`src/rtl/pipe_datapath.sv`:
```
// Two-stage datapath: ISSUE reads forwarded operands into EX, and EX runs the ALU
// and does the writeback, flags and result update on the next unstalled edge.
module pipe_datapath #(
  parameter int unsigned WIDTH = 16,
  parameter int unsigned NREGS = 16
) (
  input  logic                     clk,
  input  logic                     rst,
  input  logic                     valid_in,
  input  logic                     stall,
  input  logic                     wen,
  input  logic [$clog2(NREGS)-1:0] selRd,
  input  logic [$clog2(NREGS)-1:0] selRs,
  input  logic [$clog2(NREGS)-1:0] selRt,
  input  logic [3:0]               aluOp,
  input  logic [WIDTH-1:0]         t,
  input  logic                     selT,
  output logic                     fZ,
  output logic                     fC,
  output logic                     fN,
  output logic                     fV,
  output logic [WIDTH-1:0]         rout,
  output logic [WIDTH-1:0]         aout,
  output logic                     aout_valid
);

  localparam int unsigned AW  = $clog2(NREGS);
  localparam int unsigned MSB = WIDTH - 1;

  localparam logic [3:0] OP_ADD  = 4'd0;
  localparam logic [3:0] OP_SUB  = 4'd1;
  localparam logic [3:0] OP_AND  = 4'd2;
  localparam logic [3:0] OP_OR   = 4'd3;
  localparam logic [3:0] OP_XOR  = 4'd4;
  localparam logic [3:0] OP_NOT  = 4'd5;
  localparam logic [3:0] OP_SHL  = 4'd6;
  localparam logic [3:0] OP_SHR  = 4'd7;
  localparam logic [3:0] OP_PASS = 4'd8;

  logic [WIDTH-1:0] regs [NREGS];

  logic             ex_valid;
  logic             ex_wen;
  logic [AW-1:0]    ex_rd;
  logic [3:0]       ex_op;
  logic [WIDTH-1:0] ex_op1;
  logic [WIDTH-1:0] ex_op2;

  logic [WIDTH-1:0] alu_res;
  logic             alu_c;
  logic             alu_v;
  logic [WIDTH:0]   sum;
  logic [WIDTH-1:0] op1_fwd;
  logic [WIDTH-1:0] op2_fwd;
  logic             fwd;

  // Operand fetch; the EX result bypasses the regfile write that lands on the same edge.
  always_comb begin
    fwd     = ex_valid & ex_wen;
    op1_fwd = (fwd && ex_rd == selRs) ? alu_res : regs[selRs];
    if (selT) begin
      op2_fwd = t;
    end else begin
      op2_fwd = (fwd && ex_rd == selRt) ? alu_res : regs[selRt];
    end
  end

  // ALU; SUB is op1 + ~op2 + 1 so carry out means no borrow.
  always_comb begin
    alu_res = '0;
    alu_c   = 1'b0;
    alu_v   = 1'b0;
    sum     = '0;
    case (ex_op)
      OP_ADD: begin
        sum     = {1'b0, ex_op1} + {1'b0, ex_op2};
        alu_res = sum[MSB:0];
        alu_c   = sum[WIDTH];
        alu_v   = (ex_op1[MSB] == ex_op2[MSB]) && (alu_res[MSB] != ex_op1[MSB]);
      end
      OP_SUB: begin
        sum     = {1'b0, ex_op1} + {1'b0, ~ex_op2} + (WIDTH+1)'(1);
        alu_res = sum[MSB:0];
        alu_c   = sum[WIDTH];
        alu_v   = (ex_op1[MSB] != ex_op2[MSB]) && (alu_res[MSB] != ex_op1[MSB]);
      end
      OP_AND:  alu_res = ex_op1 & ex_op2;
      OP_OR:   alu_res = ex_op1 | ex_op2;
      OP_XOR:  alu_res = ex_op1 ^ ex_op2;
      OP_NOT:  alu_res = ~ex_op1;
      OP_SHL: begin
        alu_res = {ex_op1[MSB-1:0], 1'b0};
        alu_c   = ex_op1[MSB];
      end
      OP_SHR: begin
        alu_res = {1'b0, ex_op1[MSB:1]};
        alu_c   = ex_op1[0];
      end
      OP_PASS: alu_res = ex_op2;
      default: alu_res = '0;
    endcase
  end

  // Pipeline, regfile and result registers; a stall freezes everything but aout_valid.
  always_ff @(posedge clk) begin
    if (rst) begin
      for (int unsigned i = 0; i < NREGS; i++) begin
        regs[i] <= '0;
      end
      ex_valid   <= 1'b0;
      ex_wen     <= 1'b0;
      ex_rd      <= '0;
      ex_op      <= '0;
      ex_op1     <= '0;
      ex_op2     <= '0;
      aout       <= '0;
      aout_valid <= 1'b0;
      fZ         <= 1'b0;
      fC         <= 1'b0;
      fN         <= 1'b0;
      fV         <= 1'b0;
    end else if (stall) begin
      aout_valid <= 1'b0;
    end else begin
      aout_valid <= ex_valid;
      if (ex_valid) begin
        aout <= alu_res;
        fZ   <= (alu_res == '0);
        fC   <= alu_c;
        fN   <= alu_res[MSB];
        fV   <= alu_v;
        if (ex_wen) begin
          regs[ex_rd] <= alu_res;
        end
      end
      ex_valid <= valid_in;
      ex_wen   <= valid_in & wen;
      ex_rd    <= selRd;
      ex_op    <= aluOp;
      ex_op1   <= valid_in ? op1_fwd : '0;
      ex_op2   <= op2_fwd;
    end
  end

  assign rout = ex_op1;

endmodule

```
`config.mk`:
```
export PLATFORM = sky130hd
export DESIGN_NAME = pipe_datapath
export DESIGN_NICKNAME = d
export VERILOG_FILES = /design/src/rtl/pipe_datapath.sv
export SDC_FILE = /design/constraint.sdc
export NUM_CORES = 1
export LEC_CHECK = 0
export BUFFER_PORTS_ARGS = -buffer_cell sky130_fd_sc_hd__clkbuf_2
export CORE_UTILIZATION = 35
export DETAILED_ROUTE_END_ITERATION = 12
export MAX_ROUTING_LAYER = met4
export PLACE_DENSITY = 0.47
export SLEW_MARGIN = 20
export SYNTH_ARGS = -nofsm -noshare
export SYNTH_HDL_FRONTEND = slang
export SYNTH_SLANG_ARGS = --single-unit
export TNS_END_PERCENT = 5
```
`constraint.sdc`:
```
create_clock -name clk -period 4.91 [get_ports clk]
set_clock_uncertainty 0.1 [all_clocks]
set_input_delay 0.2455 -clock clk [delete_from_list [all_inputs] [get_ports clk]]
set_output_delay 0.2455 -clock clk [all_outputs]
set_load 0.01 [all_outputs]
```
; Word-level counts from Yosys, hierarchy flattened
; Memory sizes are Yosys's and may differ from the RTL's.
; Index checks and enable logic that the tools add are counted.
[totals]
ff_bits = 63
mem_bits_rw = 256
in_bits = 38
output_inout_bits = 37
word_cells = 64
memories = 1
[classes]
n_addsub = 3
n_eq_ne = 14
n_mux = 17
n_bitwise = 8
n_reduce_logical = 9
[mem_list]
columns = name, words, width, read_ports, rd_clocked_by_memory_dff, wr, line_no
row1 = regs, 16, 16, 2, 0, 16, 40  ; logic [WIDTH-1:0] regs [NREGS];
[ops]
columns = cell, count
row1 = case mux 16 bit (9 select lines), 1
row2 = 2-to-1 mux 16 bit, 5
row3 = adder 16 x 16 -> 17 bit, 2
row4 = inverter 16 bit, 2
row5 = adder 17 x 1 -> 17 bit (second input constant), 1
row6 = bitwise AND 16 bit, 1
row7 = == test 4 x 3 -> 1 bit (second input constant), 4
row8 = zero test 16 bit, 1
row9 = OR 16 bit, 1
row10 = OR reduction 16 bit, 1
row11 = bitwise XOR 16 bit, 1
row12 = == test 4 x 2 -> 1 bit (second input constant), 2
row13 = == test 4 bit, 2
row14 = 2-to-1 mux 1 bit, 8
row15 = == test 4 x 1 -> 1 bit (second input constant), 1
row16 = == test 4 bit (second input constant), 1
row17 = logical AND 1 bit, 4
row18 = zero test 4 bit, 1
row19 = 2-to-1 mux 4 bit, 1
row20 = case mux 1 bit (4 select lines), 1
row21 = inequality test 1 bit, 3
row22 = bitwise AND 1 bit, 2
row23 = case mux 1 bit (2 select lines), 1
row24 = AND reduction 2 bit, 1
row25 = other kinds (3), 3

; Longest topological paths before layout
[depth]
ltp_word = 7
mapped_depth = 14
mapped_depth_nobuf = 12

; Worst setup path after synthesis
; Ideal clock, no wire load.
[synth_timing]
path_type = register to register
start = register ex_op1[0] (netlist: rout[0])
end = memory regs[10][14], data pin
setup_ps = 266
arrival_time_ps = 2685
required_ps = 4544
path_slack_ps = 1859
stages_incl_launch_ff = 13
path_buffers = 2
period_less_slack_ps = 3051
path_cell_list = dfxtp_1 > ha_1 > fa_1 > a21oi_1 > o31ai_1 > a211oi_1 > o211a_1 > nor4_1 > a211o_1 > a21oi_1 > buf_2 > buf_2 > nor2_1
[synth_rtl]
columns = item, line_no
row1 = "start, declared", 46  ; logic [WIDTH-1:0] ex_op1;
row2 = "start signal, assigned", 140  ; ex_op1 <= valid_in ? op1_fwd : '0;
row3 = "end, declared", 40

; Worst setup path in the final report
[layout_timing]
start = register ex_op1[1] (netlist: rout[1])
end = register ex_op1[11] (netlist: rout[11])
[layout_between]
elab_chain_len = 5
elab_cells_between_ends = 6
cone_classes = add/sub: 3 / mux: 3
[layout_lines]
columns = item, line_no
row1 = adder 16 x 16 -> 17 bit, 82  ; sum = {1'b0, ex_op1} + {1'b0, ~ex_op2} + (WIDTH+1)'(1);
row2 = adder 17 x 1 -> 17 bit, 82
row3 = case mux 16 bit (9 select lines) *, 74  ; case (ex_op)
row4 = 2-to-1 mux 16 bit *, 60  ; op1_fwd = (fwd && ex_rd == selRs) ? alu_res : regs[selRs];
row5 = 2-to-1 mux 16 bit *, 140
; Every way passes the cells marked *; elsewhere a longest branch is shown, timed or not.
; A chain may end at the register's enable or synchronous reset.

==> metrics.md <==
| Metric | Value |
|---|---|
| Startpoint Class | `flip-flop` |
| GPL Wtd Cong | `about 0.9` |
| Worst Path Max Fanout | `20` |
| Antenna violations before repair | `0` |
| Max-cap violations | `0` |
| Critical setup path kind | `reg -> reg` |
| Unrepaired setup endpoints after global routing | `no` |
| Skew-Pair Late Insertion Delay | `0.57 ns` |
| Max stage delay on crit path | `0.73 ns` |
| Largest net degree at the start of global routing | `66` |
| GRT overflow | `0` |
| Critical path's slowest cell | `and2_1` |
| Number of global-route vias before repair | `roughly 14000` |
| Rows | `83` |
| Die Wd | `around 230 µm` |
| Nets | `1699` |
| GRT Total Usage | `25.9%` |
| Drt drc | `0` |
| Count of input and output buffers | `74` |
| Synthesized Nets | `1632` |
| Asr flop ratio synth | `0%` |
| Pin slew with the least headroom to its limit | `1.15 ns` |
| Sequential cell area fraction in the yosys report | `48.3%` |
| Clock root cell | `clkbuf_16` |
| Reg power frac | `42.4%` |
| Initial Util | `35.7%` |
| Top FF cell, synth | `edfxtp_1` |
| Cell Area, Synth | `18500 µm²` |
| Maximum root-to-sink buffer count | `3` |
| Int Power | `about 5.3 mW` |
| Count leader, synth | `nor2_1` |
| FF-to-FF Start | `rout[1]$_SDFFE_PP0N_` |
| Final TNS setup | `0 ns` |
| Worst slew margin | `23.1%` |
| Mapped Cells | `about 1500` |
| Hold_buf cts | `26` |
| Combinational power share | `16.0%` |
| Max-slew violation count | `0` |
| Yosys Warn Count | `0` |
| ANT nets after route | `0` |
| First-pass DRT Iterations | `5` |
| Minimum clock period after layout | `3.95 ns` |
| Worst-path clk slew | `approximately 0.06 ns` |
| Worst Path Required | `5.25 ns` |
| DRT iter0 DRCs | `1249` |
| Fraction of layout cells with a size suffix above 1 | `23.8%` |
| Status | `finished, final reports clean` |
| Syn avg cell area | `approximately 12 µm²` |
| Register bit total from synthesis | `318` |
| # setup viols final | `0` |
| Hold crit path type | `in -> reg` |
| First-pass GRT wire length | `96.7 mm` |
| Post-synth top cells | `nor2_1, edfxtp_1, mux4_2` |
| Peak supply drop | `211 µV` |
| HP Start | `stall` |
| Reg2Reg Setup Slack | `0.96 ns` |
| Post-CTS Setup Repair Bufs | `0` |
| CTS tree | `done` |
| PostCTS Resize Cnt | `0` |
| Synth area leader | `edfxtp_1` |
| Final wirelength | `about 67 mm` |
| Number of flops mapped to enable cells by yosys | `about 260` |
| Top cells by area, synth | `edfxtp_1, mux4_2, nor2_1` |
| Diodes inserted | `0` |
| Register area | `8930 µm²` |
| DR vias/cell | `5.96` |
| CP Capture Type | `flip-flop` |
| Area growth syn-to-layout | `15.1%` |
| Core area | `51700 µm²` |
| Final core area utilization | `41.1%` |
| Synth cell types | `81` |
| Switching power | `a little over 2 mW` |
| Net Sw Frac | `27.9%` |
| # H-tree levels | `2` |
| CP Cell Sequence | `inv_1 -> ha_1 -> a211oi_1 -> o21ai_1 -> a21oi_1 -> a21boi_0 -> o21ai_0 -> o2bb2ai_1 -> and2_1 -> o21ai_0 -> a22o_1` |
| Total clock sinks | `318` |
| Multi-input logic area | `~8800 µm²` |
| Hold depth | `4` |
| Clock share of power | `between 40% and 50%` |
| Drt wl/cell | `28.8 µm` |
| Dpl cells | `2224` |
| Post-synth top area share | `approximately two fifths` |
| Die area | `53700 µm²` |
| Max frequency | `0.253 GHz` |
| Leakage power | `7.47 nW` |
| Non-Filler Instances | `2322` |
| Hold Vio Cnt, Final | `0` |
| R2r endpoint | `rout[11]$_SDFFE_PP0N_` |
| TritonCTS Buffers | `39` |
| Total power | `7.29 mW` |
| Crit path DAT | `4.30 ns` |
| Endpoint, Worst Hold | `fV$_SDFFE_PP0P_` |
| Most used cell, CP | `o21ai_0` |
| Die Ht | `roughly 230 µm` |
| I/O pin count | `75` |
| Reg2reg path depth | `11` |
| Hpwl dp | `42.1 mm` |
| Fillcell total | `4886` |
| Final period util | `80.5%` |
| Vias | `about 14000` |
| Pwr dens | `343 nW/µm²` |
[layer usage]
metal	part of all wire, %	track usage (%)	wire (µm)
met5	0	-	0
met4	2.9	7.55	1930
met3	6.4	3.82	4280
met2	50	43.7	33700
met1	40	32.1	26800
[sequential cells by signal, indices dropped and copies added (netlist names)]
name / count
aout: 15
aout_valid: 1
ex_op: 4
ex_op2: 16
ex_rd: 4
ex_valid: 1
ex_wen: 1
fC: 1
fN: 1
fV: 1
fZ: 1
regs: 256
rout: 16
[kinds of logic after synthesis]
group                      after synthesis  share of synthesized area (%)
AOI/OAI and AO/OA                      264                           10.0
xor gates and xnor gates                10                          0.474
adders and majority gates               50                           3.47
buffers and inverters                  197                           4.59
DFF                                    318                           48.3
muxes                                  181                           20.7
and+or+nand+nor                        524                           12.4
[power by group through the flow]
stage	clock (mW)	combinational (mW)	sequential, mW
finish	3.03	1.17	3.09
global placement	0	1.14	3.14
detailed placement	0	1.14	3.14
global route	3.18	1.24	3.10
floorplan	0	0.767	3.11
CTS	3.08	1.17	3.08
[through the flow]
step | worst slack [ns] | hold WS, ns | instance area (µm²)
final | 0.955 | 0.0621 | 21300
after global routing | 0.644 | 0.0699 | 21300
after CTS | 0.899 | 0.0297 | 21300
after detailed placement | 0.943 | 0.367 | 19700
after global placement | 1.06 | 0.343 | 19700
after floorplan | 1.86 | 0.271 | 18500
[critical path: cells and delay by family, from the launching register on]
family / cells / cell delay (ns)
DFF: 1 / 0.54
buffers and inverters: 1 / 0.15
and+or+nand+nor: 1 / 0.73
AOI/OAI and AO/OA: 8 / 1.92
adders and majority gates: 1 / 0.37
[cell usage in the layout (no fill, tap or decap), types with 8 or more instances in the layout]
master | Yosys | layout
o211ai_1 | 22 | 22
xnor2_1 | 8 | 8
o22ai_1 | 10 | 10
edfxtp_1 | 256 | 256
inv_1 | 51 | 51
a21oi_1 | 51 | 49
a22o_1 | 18 | 18
nand2_1 | 88 | 88
buf_4 | 9 | 70
nand3_1 | 15 | 15
ha_1 | 48 | 48
mux2i_1 | 20 | 20
o21ai_0 | 37 | 37
a211oi_1 | 29 | 24
dfxtp_1 | 62 | 62
nand2b_1 | 23 | 23
mux4_2 | 161 | 161
dlygate4sd3_1 | 0 | 26
nor2_1 | 333 | 332
clkbuf_2 | 0 | 70
clkinv_2 | 0 | 10
clkinv_1 | 1 | 8
nand4_1 | 8 | 8
clkbuf_16 | 0 | 40
nor3_1 | 14 | 13
[worst max-delay path by stage]
stage                     slack [ns]                    endpoint  depth (start not counted)                 start
after floorplan                 1.86  regs[10][14]$_SDFFCE_PN0P_                         12  rout[0]$_SDFFE_PP0N_
after global placement          1.06       rout[11]$_SDFFE_PP0N_                         11  rout[2]$_SDFFE_PP0N_
after detailed placement        0.94       rout[11]$_SDFFE_PP0N_                         11  rout[1]$_SDFFE_PP0N_
after CTS                       0.90       rout[11]$_SDFFE_PP0N_                         11  rout[1]$_SDFFE_PP0N_
after global routing            0.64       rout[11]$_SDFFE_PP0N_                         11  rout[1]$_SDFFE_PP0N_
final                           0.96       rout[11]$_SDFFE_PP0N_                         11  rout[1]$_SDFFE_PP0N_
[layout make-up]
| type | count | share of cell area [%] |
|---|---|---|
| inverters | 52 | 0.918 |
| repair buffers | 171 | 5.74 |
| flip-flops and latches | 318 | 42.0 |
| well taps | 680 | 4.00 |
| multi-input cells | 1029 | 41.2 |
| clock buffers | 45 | 4.80 |
| clock inverters | 27 | 1.39 |
No activity file was read; power rests on OpenSTA's default activity.
